## src/rtl/dmem_arbiter.sv

```systemverilog
// dmem_arbiter: merges the two CPU data-memory lanes onto one single-ported
// downstream bus. Each lane owns a one-entry buffer; buffered requests are
// issued oldest-first and every response is routed back to its owner lane.
module dmem_arbiter #(
    parameter int ADDR_WIDTH = 32,
    parameter int DATA_WIDTH = 32,
    parameter int TIMEOUT    = 255
) (
    input  logic                    clock,
    input  logic                    reset,
    input  logic                    clear,
    input  logic                    lane0_valid,
    input  logic [ADDR_WIDTH-1:0]   lane0_addr,
    input  logic [DATA_WIDTH-1:0]   lane0_wdata,
    input  logic [DATA_WIDTH/8-1:0] lane0_wstrb,
    output logic                    lane0_ready,
    output logic [DATA_WIDTH-1:0]   lane0_rdata,
    output logic                    lane0_error,
    input  logic                    lane1_valid,
    input  logic [ADDR_WIDTH-1:0]   lane1_addr,
    input  logic [DATA_WIDTH-1:0]   lane1_wdata,
    input  logic [DATA_WIDTH/8-1:0] lane1_wstrb,
    output logic                    lane1_ready,
    output logic [DATA_WIDTH-1:0]   lane1_rdata,
    output logic                    lane1_error,
    output logic                    mem_valid,
    output logic [ADDR_WIDTH-1:0]   mem_addr,
    output logic [DATA_WIDTH-1:0]   mem_wdata,
    output logic [DATA_WIDTH/8-1:0] mem_wstrb,
    input  logic                    mem_ready,
    input  logic [DATA_WIDTH-1:0]   mem_rdata,
    input  logic                    mem_error,
    output logic                    busy,
    output logic                    overflow
);
    localparam int          STRB_WIDTH = DATA_WIDTH / 8;
    localparam logic [15:0] TMO_LAST   = 16'(TIMEOUT - 1);

    typedef enum logic [1:0] {S_IDLE, S_ISSUE, S_WAIT, S_ABORT} state_e;

    state_e                state_q;
    logic [1:0]            buf_v_q;
    logic [ADDR_WIDTH-1:0] buf_addr_q  [2];
    logic [DATA_WIDTH-1:0] buf_wdata_q [2];
    logic [STRB_WIDTH-1:0] buf_wstrb_q [2];
    logic                  age_q;       // 1: lane 1 holds the older request
    logic                  owner_q;     // lane whose request is on the bus
    logic [15:0]           tmo_cnt_q;
    logic                  mem_valid_q;
    logic [ADDR_WIDTH-1:0] mem_addr_q;
    logic [DATA_WIDTH-1:0] mem_wdata_q;
    logic [STRB_WIDTH-1:0] mem_wstrb_q;
    logic [1:0]            rsp_ready_q;
    logic [DATA_WIDTH-1:0] rsp_rdata_q [2];
    logic [1:0]            rsp_error_q;
    logic                  overflow_q;

    // Lane inputs gathered into arrays; clear drops any same-cycle pulse.
    logic [1:0]            in_v;
    logic [ADDR_WIDTH-1:0] in_addr  [2];
    logic [DATA_WIDTH-1:0] in_wdata [2];
    logic [STRB_WIDTH-1:0] in_wstrb [2];

    assign in_v        = {lane1_valid, lane0_valid} & {2{~clear}};
    assign in_addr[0]  = lane0_addr;
    assign in_addr[1]  = lane1_addr;
    assign in_wdata[0] = lane0_wdata;
    assign in_wdata[1] = lane1_wdata;
    assign in_wstrb[0] = lane0_wstrb;
    assign in_wstrb[1] = lane1_wstrb;

    logic                  tmo_hit;
    logic [1:0]            free;
    logic [1:0]            accept;
    logic                  ovf_set;
    logic                  start;
    logic                  sel;
    logic                  age_d;
    logic [ADDR_WIDTH-1:0] iss_addr;
    logic [DATA_WIDTH-1:0] iss_wdata;
    logic [STRB_WIDTH-1:0] iss_wstrb;

    // Classify this cycle's lane pulses and choose the next request to issue.
    always_comb begin
        // NOTE: every signal written here gets a default first, so no path can infer a latch.
        free    = 2'b00;
        tmo_hit = (state_q == S_WAIT) && !mem_ready && (tmo_cnt_q == TMO_LAST);
        if ((state_q == S_WAIT) && (mem_ready || tmo_hit)) free[owner_q] = 1'b1;
        // A lane's buffer being freed this cycle can take a new request at once.
        accept  = in_v & (~buf_v_q | free);
        ovf_set = |(in_v & buf_v_q & ~free);
        start   = (state_q == S_IDLE) && !clear && (|(buf_v_q | accept));
        // Buffered requests are older than incoming ones; same-cycle arrivals go lane 0 first.
        if (&buf_v_q)        sel = age_q;
        else if (buf_v_q[0]) sel = 1'b0;
        else if (buf_v_q[1]) sel = 1'b1;
        else                 sel = ~accept[0];
        if (buf_v_q[sel]) begin
            iss_addr  = buf_addr_q[sel];
            iss_wdata = buf_wdata_q[sel];
            iss_wstrb = buf_wstrb_q[sel];
        end else begin
            iss_addr  = in_addr[sel];
            iss_wdata = in_wdata[sel];
            iss_wstrb = in_wstrb[sel];
        end
        age_d = age_q;
        if (&accept)        age_d = 1'b0;
        else if (accept[0]) age_d = buf_v_q[1] && !free[1];
        else if (accept[1]) age_d = !(buf_v_q[0] && !free[0]);
    end

    // Buffers, issue FSM and registered lane/bus outputs.
    always_ff @(posedge clock or negedge reset) begin
        if (!reset) begin
            state_q     <= S_IDLE;
            buf_v_q     <= '0;
            age_q       <= 1'b0;
            owner_q     <= 1'b0;
            tmo_cnt_q   <= '0;
            mem_valid_q <= 1'b0;
            mem_addr_q  <= '0;
            mem_wdata_q <= '0;
            mem_wstrb_q <= '0;
            rsp_ready_q <= '0;
            rsp_error_q <= '0;
            overflow_q  <= 1'b0;
            // NOTE: the buffer payloads are reset too, so nothing undefined can reach an output.
            for (int i = 0; i < 2; i++) begin
                buf_addr_q[i]  <= '0;
                buf_wdata_q[i] <= '0;
                buf_wstrb_q[i] <= '0;
                rsp_rdata_q[i] <= '0;
            end
        end else begin
            // NOTE: non-blocking assignments throughout, so later defaults/overrides read old state.
            mem_valid_q <= 1'b0;
            rsp_ready_q <= '0;
            rsp_error_q <= '0;
            overflow_q  <= overflow_q | ovf_set;
            age_q       <= age_d;
            for (int i = 0; i < 2; i++) begin
                rsp_rdata_q[i] <= '0;
                if (clear) begin
                    buf_v_q[i] <= 1'b0;
                end else if (accept[i]) begin
                    buf_v_q[i]     <= 1'b1;
                    buf_addr_q[i]  <= in_addr[i];
                    buf_wdata_q[i] <= in_wdata[i];
                    buf_wstrb_q[i] <= in_wstrb[i];
                end else if (free[i]) begin
                    buf_v_q[i] <= 1'b0;
                end
            end

            case (state_q)
                S_IDLE: begin
                    if (start) begin
                        state_q     <= S_ISSUE;
                        owner_q     <= sel;
                        mem_valid_q <= 1'b1;
                        mem_addr_q  <= iss_addr;
                        mem_wdata_q <= iss_wdata;
                        mem_wstrb_q <= iss_wstrb;
                    end
                end
                S_ISSUE: begin
                    // A flush here lets the bus pulse finish but discards its response.
                    state_q <= clear ? S_ABORT : S_WAIT;
                end
                S_WAIT: begin
                    if (mem_ready) begin
                        tmo_cnt_q <= '0;
                        state_q   <= S_IDLE;
                        if (!clear) begin
                            rsp_ready_q[owner_q] <= 1'b1;
                            rsp_rdata_q[owner_q] <= mem_rdata;
                            rsp_error_q[owner_q] <= mem_error;
                        end
                    end else if (clear) begin
                        tmo_cnt_q <= '0;
                        state_q   <= S_ABORT;
                    end else if (tmo_hit) begin
                        tmo_cnt_q            <= '0;
                        state_q              <= S_ABORT;
                        rsp_ready_q[owner_q] <= 1'b1;
                        rsp_error_q[owner_q] <= 1'b1;
                    end else begin
                        tmo_cnt_q <= tmo_cnt_q + 16'd1;
                    end
                end
                S_ABORT: begin
                    if (mem_ready) state_q <= S_IDLE;
                end
                default: state_q <= S_IDLE;
            endcase
        end
    end

    assign lane0_ready = rsp_ready_q[0];
    assign lane0_rdata = rsp_rdata_q[0];
    assign lane0_error = rsp_error_q[0];
    assign lane1_ready = rsp_ready_q[1];
    assign lane1_rdata = rsp_rdata_q[1];
    assign lane1_error = rsp_error_q[1];
    assign mem_valid   = mem_valid_q;
    assign mem_addr    = mem_addr_q;
    assign mem_wdata   = mem_wdata_q;
    assign mem_wstrb   = mem_wstrb_q;
    assign busy        = (|buf_v_q) || (state_q != S_IDLE);
    assign overflow    = overflow_q;

endmodule

```

## config.mk

```make
export PLATFORM = sky130hd
export DESIGN_NAME = dmem_arbiter
export DESIGN_NICKNAME = d
export VERILOG_FILES = /design/src/rtl/dmem_arbiter.sv
export SDC_FILE = /design/constraint.sdc
export NUM_CORES = 1
export LEC_CHECK = 0
export CORE_ASPECT_RATIO = 1.1
export CORE_MARGIN = 2
export CORE_UTILIZATION = 38
export CTS_CLUSTER_DIAMETER = 30
export DETAILED_ROUTE_END_ITERATION = 16
export GPL_TIMING_DRIVEN = 0
export SLEW_MARGIN = 5
export SYNTH_ARGS = -nofsm -noshare
export SYNTH_HDL_FRONTEND = slang
export SYNTH_SLANG_ARGS = --single-unit
```

## constraint.sdc

```tcl
create_clock -name clock -period 3.55 [get_ports clock]
set_clock_uncertainty 0.15 [all_clocks]
set_input_delay 0.5325 -clock clock [delete_from_list [all_inputs] [get_ports clock]]
set_output_delay 0.5325 -clock clock [all_outputs]
set_load 0.01 [all_outputs]
```

==> impl_metrics.toml, run 1 <==
[status]
status = "finished clean"

[detailed_routing]
vias_per_cell = 5.10
drc = 0
first_iter_violations = 473
wl_per_cell_um = 19.5
drt-pass1-iter-count = 7
via_count = 9420
routed_wl_um = 36000
ant_nets = 0

[yosys]
synth_edf_count = 0
yosysUniqueCellTypes = 47
ys_ff_latch = 296
netlist.area_leader.share_pct = 58.5
synth_area_leader_cell = "dfrtp_1"
synth_most_common_cell = "dfrtp_1"
yosys-top-cells-area = "dfrtp_1, mux2_2, mux2i_1"
syn_area_sq_um = 12700
yosysWarnings = 0
synthArstFlopShare_pct = 100
synth_seq_area_share_pct = 58.5
synth.avg_cell_area_sq_um = 13.0
ys_top_cells_by_count = "dfrtp_1, mux2i_1, mux2_2, nand2_1, o221ai_1"
ys.flop_type = "dfrtp_1"
synth_fp_nets = 1149
syn_inst = 972

[global_route]
first_global_vias = 9966
gr-total-overflow = 0
grt_pass1_wl_um = 56000
grt_antenna_before_repair = 10
track_usage_pct = 20.9
grt_max_degree = 114

[clocking]
cts_root_buf = "clkbuf_16"
cts-htree-levels = 3
cts_buffers = 69
clock_latency_ns = 0.55
clk_path_buf_depth = 3
post_cts_resize_count = 0
cts_tree = "built"
cts.clk_slew.worst_paths_ns = 0.04
clock_sinks = 296

[power_and_ir_drop]
irDropWorstVdd_uv = 387
cellLeakagePower_nw = 8.47
powerDensity_nw_per_um2 = 762

[sta]
layout_setup_ws_ns = 0.611
fmaxAchievable_mhz = 340
setup_violations = 0
finalSetupTns_ns = 0
worst_pin_slew_ns = 0.972
slew_headroom_pct = 34.9
rsz0062_at_grt = "false"
layout_min_cycle_time_ns = 2.94
finalCritPeriodShare_pct = 82.8
hold_violations = 0
maxSlewViolCount = 0

[finish]
area_delta_synth_final_pct = 47.6
fin_cells = 1846
layout.nets = 1536
n_fill_cell = 2804
drive_gt1_share_pct = 19.7

[critical_path]
endpoint_kind = "flip-flop"
reg2reg_from = "tmo_cnt_q[12]"
crit_start = "lane1_valid"
cp_max_fo = 10
ff2ff_setup_slack_ns = 0.77
cp-start-kind = "input pin"
arrival_ns = 3.17
worstSetupPathType = "in -> reg"
cp.required_ns = 3.78

[placed_design]
port_buffers = 312
dp_hpwl_um = 24500
routabilityCongestion = 0.792
place_ws_ns = 0.0687
dp.cells = 1719

[die]
die_area_sq_um = 34800
start_util_pct = 38.3
io_pins = 314
rows = 70
die_w_um = 178
coreArea_sq_um = 33000
die_y_um = 195

[worst_hold_path]
min_path_type = "in -> reg"
min_from = "clear"

[flow_run]
drv_cap = 0
[final timing paths]
check / to / cells past startpoint
setup / recovery: mem_addr[17] / 5
min in group asynchronous: mem_wdata[16] / 2
hold reg to reg: tmo_cnt_q[15] / 1
setup reg to reg: buf_addr_q[23] / 8
hold / removal: buf_v_q[0] / 2
max in group asynchronous: tmo_cnt_q[12] / 3
[worst max-delay path, stage by stage]
cell	delay, ns
clkdlybuf4s50_1	0.54
o211ai_1	0.83
clkbuf_1	0.51
clkbuf_1	0.54
o221ai_1	0.20
[layout make-up]
class                           instances  area (sq um)  share of cell area, %
Inverter                                8          30.0                  0.161
Buffer                                 67           323                   1.73
Clock inverter                         32           318                   1.70
Clock buffer                           89          1940                   10.4
Sequential cell                       296          7410                   39.7
Antenna cell                            5          12.5                 0.0670
Multi-Input combinational cell        601          4900                   26.2
Tap cell                              432           541                   2.89
Timing Repair Buffer                  316          3200                   17.1
[timing repair]
item,CTS,global route
setup buffers,0,0
hold buffers,1,0
hold endpoints to repair,97,0
[through the flow]
stage / utilization (%) / power, mW / hold WS (ns) / instance area, sq um
5_1_grt: 56.5 / 15.0 / 0.229 / 18700
6_report: 56.6 / 14.2 / 0.235 / 18700
2_1_floorplan: - / 6.55 / 0.0869 / 12700
3_3_place_gp: 49.4 / 8.18 / 0.315 / 16300
4_1_cts: 56.5 / 14.4 / 0.214 / 18700
3_5_place_dp: 49.6 / 8.23 / 0.317 / 16400
[report_power, final]
| group | leakage, nW | internal (mW) | switching (mW) | total, mW |
|---|---|---|---|---|
| clock network | 1.12 | 4.18 | 1.89 | 6.07 |
| logic | 3.63 | 1.83 | 1.53 | 3.36 |
| registers | 3.72 | 4.32 | 0.478 | 4.79 |
[layer usage]
metal / global-route usage [%] / part of all wire [%]
met5: 0 / 0.19
met3: 8.47 / 9.7
met2: 32.5 / 47
met1: 26.2 / 41
met4: 7.53 / 2.0
[registers in the layout, indices dropped and copies added (netlist names)]
| name | count |
|---|---|
| lane0_rdata | 32 |
| tmo_cnt_q | 16 |
| lane1_rdata | 32 |
| mem_wstrb | 4 |
| buf_addr_q | 64 |
| rsp_ready_q | 2 |
| mem_valid | 1 |
| overflow | 1 |
| mem_wdata | 32 |
| rsp_error_q | 2 |
| buf_wdata_q | 64 |
| buf_v_q | 2 |
| owner_q | 1 |
| state_q | 2 |
| mem_addr | 32 |
| age_q | 1 |
| buf_wstrb_q | 8 |
[placed cells by master (no fill, tap or decap), types with 8 or more instances in the layout]
cell type        synthesis  routed
clkbuf_1                33      41
and2_1                  64      64
nor2_1                  13      13
clkdlybuf4s50_1          0     311
inv_1                    8       8
and3_1                   9       9
mux2_1                   9       9
clkinv_2                 0      17
clkbuf_8                 0      10
dfrtp_1                296     296
o221ai_1                68      68
buf_4                    7       8
mux2i_1                137     137
nand3_1                 10      10
buf_2                   21      21
o21ai_0                 21      21
clkbuf_16                0      71
nand2_1                 87      87
mux2_2                 127     127
[kinds of logic (layout without fill, tap and decap cells)]
| logic type | count (synthesis) | after routing | share of synthesized area, % |
|---|---|---|---|
| DFF | 296 | 296 | 58.5 |
| muxes | 273 | 273 | 22.9 |
| and+or+nand+nor | 207 | 207 | 8.30 |
| xor gates and xnor gates | 3 | 3 | 0.208 |
| other | 0 | 5 | 0 |
| buffers and inverters | 75 | 512 | 2.79 |
| AOI/OAI and AO/OA | 116 | 116 | 7.02 |
| adders and majority gates | 2 | 2 | 0.198 |
Note: power is estimated with default switching activity, not from simulation.
==> inputs of run 2 (changes only) <==
==> constraint.sdc (replaced) <==
create_clock -name clock -period 3 [get_ports clock]
set_clock_uncertainty 0.15 [all_clocks]
set_input_delay 0.45 -clock clock [delete_from_list [all_inputs] [get_ports clock]]
set_output_delay 0.45 -clock clock [all_outputs]
set_load 0.01 [all_outputs]
==> results of run 2 <==
Same layout as run 1 (identical final DEF). Status: finished clean.
Main changes from that run: setup slack after placement 0.0687 ns -> -0.399 ns; setup slack after layout 0.611 ns -> 0.144 ns; hold slack 0.235 ns -> 0.152 ns; register-to-register setup slack 0.77 ns -> 0.22 ns; total power 14.2 mW -> 16.8 mW; worst IR drop on VDD 387 uV -> 457 uV
